<file path="src/rtl/adder_pipe_hs_if.sv">
// Handshake bundle for adder_pipe_hs: operand beat in, result beat out.
// The slave modport is the adder's view; master is the source/sink side.
interface adder_pipe_hs_if #(
  parameter int WIDTH = 16
);
  logic             in_valid;
  logic             in_ready;
  logic [WIDTH-1:0] a;
  logic [WIDTH-1:0] b;
  logic             cin;
  logic             sub;
  logic             out_valid;
  logic             out_ready;
  logic [WIDTH-1:0] sum;
  logic             cout;
  logic             overflow;

  modport master (
    output in_valid, a, b, cin, sub, out_ready,
    input  in_ready, out_valid, sum, cout, overflow
  );

  modport slave (
    input  in_valid, a, b, cin, sub, out_ready,
    output in_ready, out_valid, sum, cout, overflow
  );
endinterface

</file>
<file path="src/rtl/adder_pipe_hs.sv">
// Pipelined add/subtract unit with valid/ready handshake.
// The carry chain is cut into STAGES slices of WIDTH/STAGES bits; stage k adds
// slice k with the carry registered by stage k-1. The final stage register is
// the output register. Whole pipeline stalls together when the output is held.
// Optional build macro: ADDER_SAT_EN clamps sum to max-pos/min-neg on overflow.
module adder_pipe_hs #(
  parameter int WIDTH  = 16,
  parameter int STAGES = 2
) (
  input  logic           clk,
  input  logic           rst_n,
  adder_pipe_hs_if.slave io
);
  localparam int SEG  = WIDTH / STAGES;
  localparam int LAST = STAGES - 1;

  logic             vld_q [STAGES];
  logic             vld_d [STAGES];
  logic [WIDTH-1:0] a_q   [STAGES];
  logic [WIDTH-1:0] a_d   [STAGES];
  logic [WIDTH-1:0] b_q   [STAGES];
  logic [WIDTH-1:0] b_d   [STAGES];
  logic [WIDTH-1:0] s_q   [STAGES];
  logic [WIDTH-1:0] s_d   [STAGES];
  logic             c_q   [STAGES];
  logic             c_d   [STAGES];
  logic             ovf_q;
  logic             ovf_d;

  logic             advance;
  logic [WIDTH-1:0] b_eff;
  logic             c0;

  // Subtraction is a + ~b + 1; a borrow-in cancels the +1, hence cin ^ sub.
  assign b_eff   = io.b ^ {WIDTH{io.sub}};
  assign c0      = io.cin ^ io.sub;
  assign advance = !vld_q[LAST] || io.out_ready;

  assign io.in_ready  = advance;
  assign io.out_valid = vld_q[LAST];
  assign io.sum       = s_q[LAST];
  assign io.cout      = c_q[LAST];
  assign io.overflow  = ovf_q;

  // Next state for every stage: shift one step on advance, otherwise hold all (bubbles too)
  always_comb begin
    logic [WIDTH-1:0] a_src;
    logic [WIDTH-1:0] b_src;
    logic [WIDTH-1:0] s_src;
    logic             c_src;
    logic [SEG:0]     seg_sum;
    logic [WIDTH-1:0] s_new;
    int               km1;

    a_src   = '0;
    b_src   = '0;
    s_src   = '0;
    c_src   = 1'b0;
    seg_sum = '0;
    s_new   = '0;
    km1     = 0;
    ovf_d   = ovf_q;
    for (int k = 0; k < STAGES; k++) begin
      vld_d[k] = vld_q[k];
      a_d[k]   = a_q[k];
      b_d[k]   = b_q[k];
      s_d[k]   = s_q[k];
      c_d[k]   = c_q[k];
    end

    if (advance) begin
      for (int k = 0; k < STAGES; k++) begin
        km1 = (k > 0) ? k - 1 : 0;
        if (k == 0) begin
          vld_d[k] = io.in_valid;
          a_src    = io.a;
          b_src    = b_eff;
          s_src    = '0;
          c_src    = c0;
        end else begin
          vld_d[k] = vld_q[km1];
          a_src    = a_q[km1];
          b_src    = b_q[km1];
          s_src    = s_q[km1];
          c_src    = c_q[km1];
        end

        seg_sum = {1'b0, a_src[k*SEG +: SEG]} + {1'b0, b_src[k*SEG +: SEG]}
                + {{SEG{1'b0}}, c_src};
        s_new                = s_src;
        s_new[k*SEG +: SEG]  = seg_sum[SEG-1:0];

        a_d[k] = a_src;
        b_d[k] = b_src;
        c_d[k] = seg_sum[SEG];
        s_d[k] = s_new;

        // Full sum is only known in the last stage, so overflow (and any clamp) lives there
        if (k == LAST) begin
          ovf_d = (a_src[WIDTH-1] == b_src[WIDTH-1]) && (s_new[WIDTH-1] != a_src[WIDTH-1]);
`ifdef ADDER_SAT_EN
          if (ovf_d) begin
            s_d[k] = a_src[WIDTH-1] ? {1'b1, {(WIDTH-1){1'b0}}}
                                    : {1'b0, {(WIDTH-1){1'b1}}};
          end
`endif
        end
      end
    end
  end

  // Pipeline registers; async reset discards every in-flight beat
  always_ff @(posedge clk or negedge rst_n) begin
    if (!rst_n) begin
      for (int k = 0; k < STAGES; k++) begin
        vld_q[k] <= 1'b0;
        a_q[k]   <= '0;
        b_q[k]   <= '0;
        s_q[k]   <= '0;
        c_q[k]   <= 1'b0;
      end
      ovf_q <= 1'b0;
    end else begin
      for (int k = 0; k < STAGES; k++) begin
        vld_q[k] <= vld_d[k];
        a_q[k]   <= a_d[k];
        b_q[k]   <= b_d[k];
        s_q[k]   <= s_d[k];
        c_q[k]   <= c_d[k];
      end
      ovf_q <= ovf_d;
    end
  end
endmodule

</file>
<file path="src/flat_wrapper.sv">
// flat-port wrapper written by rule: the top's interface ports become plain ports
module adder_pipe_hs_flat 
#(
  parameter int WIDTH  = 16,
  parameter int STAGES = 2
)
  (clk, rst_n, io_in_valid, io_a, io_b, io_cin, io_sub, io_out_ready, io_in_ready, io_out_valid, io_sum, io_cout, io_overflow);
  adder_pipe_hs_if #(.WIDTH(WIDTH)) io_i ();
  input  logic clk;
  input  logic rst_n;
  input wire logic [$bits(io_i.in_valid)-1:0] io_in_valid;
  input wire logic [$bits(io_i.a)-1:0] io_a;
  input wire logic [$bits(io_i.b)-1:0] io_b;
  input wire logic [$bits(io_i.cin)-1:0] io_cin;
  input wire logic [$bits(io_i.sub)-1:0] io_sub;
  input wire logic [$bits(io_i.out_ready)-1:0] io_out_ready;
  output wire logic [$bits(io_i.in_ready)-1:0] io_in_ready;
  output wire logic [$bits(io_i.out_valid)-1:0] io_out_valid;
  output wire logic [$bits(io_i.sum)-1:0] io_sum;
  output wire logic [$bits(io_i.cout)-1:0] io_cout;
  output wire logic [$bits(io_i.overflow)-1:0] io_overflow;
  assign io_i.in_valid = io_in_valid;
  assign io_i.a = io_a;
  assign io_i.b = io_b;
  assign io_i.cin = io_cin;
  assign io_i.sub = io_sub;
  assign io_i.out_ready = io_out_ready;
  assign io_in_ready = io_i.in_ready;
  assign io_out_valid = io_i.out_valid;
  assign io_sum = io_i.sum;
  assign io_cout = io_i.cout;
  assign io_overflow = io_i.overflow;
  adder_pipe_hs #(.WIDTH(WIDTH), .STAGES(STAGES)) u_core (.clk(clk), .rst_n(rst_n), .io(io_i));
endmodule
</file>
<file path="config.mk">
export PLATFORM = sky130hd
export DESIGN_NAME = adder_pipe_hs_flat
export DESIGN_NICKNAME = d
export VERILOG_FILES = /design/src/rtl/adder_pipe_hs_if.sv /design/src/rtl/adder_pipe_hs.sv /design/src/flat_wrapper.sv
export SDC_FILE = /design/constraint.sdc
export NUM_CORES = 1
export LEC_CHECK = 0
export ABC_AREA = 0
export BUFFER_PORTS_ARGS = -buffer_cell sky130_fd_sc_hd__clkbuf_2
export CAP_MARGIN = 30
export CORE_MARGIN = 4
export CORE_UTILIZATION = 54
export DETAILED_ROUTE_END_ITERATION = 12
export MAX_ROUTING_LAYER = met4
export PLACE_DENSITY = 0.83
export SYNTH_ARGS = -nofsm -noshare
export SYNTH_HDL_FRONTEND = slang
export SYNTH_SLANG_ARGS = --single-unit
</file>
<file path="constraint.sdc">
create_clock -name clk -period 2.5 [get_ports clk]
set_input_delay 0.375 -clock clk [delete_from_list [all_inputs] [get_ports clk]]
set_output_delay 0.375 -clock clk [all_outputs]
set_load 0.05 [all_outputs]
</file>
==> results.yml <==
critical_path:
  crit_type: "reg -> reg"
  slowest_stage: "fa_1"
  cp.arrival_ns: 2.43
  start_kind: "flip-flop"
  worst-path-buf-inv: 1
  reg2reg_to: "u_core.io.sum[12]"
  crit_path_frequent_cell: "a21oi_1"
  reg2reg_slack_ns: 0.23
  worstPathMaxFanout: 3
  worstReg2RegStart: "u_core.c_q[1]"
  path_depth: 7
  critical_path.top_delay_family: "adder cells"
  crit_required_ns: 2.67
  endpoint: "u_core.io.sum[12]"
  worst_setup_path_end_kind: "flip-flop"
  slowest_delay_ns: 0.51
  r2r_cells: 7
  crit_start: "u_core.c_q[1]"
  crit_chain: "fa_1, fa_1, a21oi_1, inv_1, a21oi_1, xor2_1, a21oi_1"
synthesis:
  synth_edf_count: 0
  syn_area_per_cell_um2: 9.15
  async_flop_share_pct: 100
  synth_ff_type: "dfrtp_1"
  yosysSeqAreaShare_pct: 43.8
  synth.area.top_cells: "dfrtp_1 44%, nand2_1 12%, ha_1 6.8%"
  yosys_warnings: 0
  syn_area_um2: 2570
  yosysUniqueCellTypes: 34
  synth_area_leader_cell: "dfrtp_1"
  synth_top_area_share_pct: 43.8
  netlist_instances: 281
  synth_seq_cells: 45
  syn_nets: 337
cts:
  cts_resized: 0
  cts-htree-levels: 2
  clkTransAtPathRegs_ns: 0.08
  cts-root-buf: "clkbuf_8"
  cts_setup_buffers: 0
  clock-sinks: 45
  insertion_delay_ns: 0.30
  cts_made_buffers: 5
  clock_path_buffers: 2
  tritoncts: "yes"
global_routing:
  grt_pass1_vias: 1904
  grt_pass1_wl_um: 8450
  grt_util_all_layers_pct: 18.3
  grt_max_degree: 40
  overflow: 0
  antenna_found_initial: 0
layout:
  diodes: 0
  syn2layout_area_growth_pct: 12.4
  final_cells: 377
  nets: 380
  drive_gt1_share_pct: 23.4
  fill_cells: 387
outcome:
  status: "finished clean"
route:
  first_pass_iters: 4
  antenna_left: 0
  wire_per_inst_um: 13.1
  drcViolationCount: 0
  drt_iter0_markers: 101
  vias_per_cell: 5.10
  finalWirelength_um: 4960
  vias: 1924
timing:
  fin_tns_setup_ns: 0
  fin_ws_ns: 0.235
  worst_pin_slew_ns: 0.363
  min_period_over_period_pct: 90.6
  relSlewSlack_pct: 75.8
  maxSlewViolCount: 0
  fin_skew_ns: 0.00595
  setup_viol: 0
  hold_viol: 0
  min_period_ns: 2.27
  rsz0062_at_grt: "false"
  max_freq_mhz: 441
pwr:
  p_per_area_nw_per_um2: 931
  vdd_drop_max_mv: 0.408
  power_leakage_nw: 1.47
  power_mw: 2.69
floorplanning:
  die_x_um: 77.0
  die_area_um2: 5930
  pin_count: 58
  row_count: 24
  core_region_area_um2: 4470
  die_y_um: 77.0
  start_util_pct: 57.5
placement:
  dp.cells: 368
  port-buffer-count: 57
  place.gp.congestion: 0.845
  hpwl_um: 3770
  dp_slack_ns: 0.0846
flow_run:
  drv_cap: 0
worst_hold_path:
  min_path_type: "in -> reg"
layout make-up:
cell class                      count  area [um^2]  area share (%)
Inverter                            9         33.8            1.17
Tap cell                           52         65.1            2.25
Clock buffer                        8         80.1            2.77
Multi-Input combinational cell    199         1240            43.1
Timing Repair Buffer               64          340            11.8
Sequential cell                    45         1130            39.0
cell families after synthesis:
kind of cell    Yosys count  synth area share (%)
xor+xnor                 26                  8.85
flops                    45                  43.8
simple gates            100                  15.7
fa+ha+maj                18                  9.92
compound gates           55                  13.6
buf+inv                  37                  8.22
per-layer routing:
metal | up-vias | global-route usage, % | part of all wire (%)
met4 | 0 | 6.41 | 1.6
met2 | 48 | 31.5 | 49
met5 | - | - | 0
met3 | 8 | 3.75 | 5.2
li1 | 987 | - | -
met1 | 881 | 21.4 | 44
worst register-to-register path, cell delays in order, from the launching register on:
cell	delay, ns
dfrtp_1	0.41
fa_1	0.51
fa_1	0.43
a21oi_1	0.23
inv_1	0.07
a21oi_1	0.19
xor2_1	0.21
a21oi_1	0.09
state kept, by name (all words and copies together), names as in the netlist:
signal and count:
u_core.a_q 8, u_core.b_q 8, u_core.c_q 1, u_core.io.cout 1
u_core.io.out_valid 1, u_core.io.overflow 1, u_core.io.sum 16, u_core.s_q 8
u_core.vld_q 1
stage by stage:
stage	utilization, %	hold WS [ns]	instance area, um^2
floorplan	-	0.0794	2570
global route	64.6	0.268	2890
detailed placement	62.6	0.182	2800
global placement	62.6	0.184	2800
CTS	64.6	0.264	2890
finish	64.6	0.273	2890
cells in the final DEF, fill, tap and decap left out, types with 5 or more instances in the layout:
cell type	n
a21oi_1	9
buf_4	6
clkbuf_2	57
clkbuf_8	5
dfrtp_1	45
ha_1	14
inv_1	9
nand2_1	80
nor2_1	9
nor3_1	6
o21ai_0	20
xnor2_1	11
xor2_1	15
synthesized netlist by cell type, types with 2 or more instances:
cell type,n
a21oi_1,9
clkbuf_1,4
xor2_1,15
buf_4,17
a211oi_1,3
a21o_1,3
o21a_1,2
o21ai_1,4
buf_2,7
a211oi_2,2
nor2_1,9
nand2_1,80
inv_1,9
ha_1,14
dfrtp_1,45
o21ai_0,20
o31ai_1,2
fa_1,4
xnor2_1,11
nor3_1,6
o21bai_1,2
worst min-delay path by stage:
stage	startpoint	to	slack, ns	depth (start not counted)
finish	io_a[14]	u_core.a_q[30]	0.27	3
global route	io_a[12]	u_core.a_q[28]	0.27	3
CTS	io_a[14]	u_core.a_q[30]	0.26	3
detailed placement	rst_n	u_core.s_q[20]	0.18	1
global placement	rst_n	u_core.s_q[20]	0.18	1
floorplan	rst_n	u_core.a_q[24]	0.08	0
power by group:
part / total [mW] / switching [mW] / leakage, nW / internal, mW
clock network: 0.426 / 0.227 / 0.0395 / 0.199
logic: 1.22 / 0.850 / 0.893 / 0.372
registers: 1.04 / 0.114 / 0.538 / 0.930
total: 2.69 / 1.19 / 1.47 / 1.50
repair_timing:
action,CTS,global route
endpoints found under the setup margin,0,0
hold buffers,1,0
endpoints found under the hold margin,2,0
(Power assumes the default switching activity.)
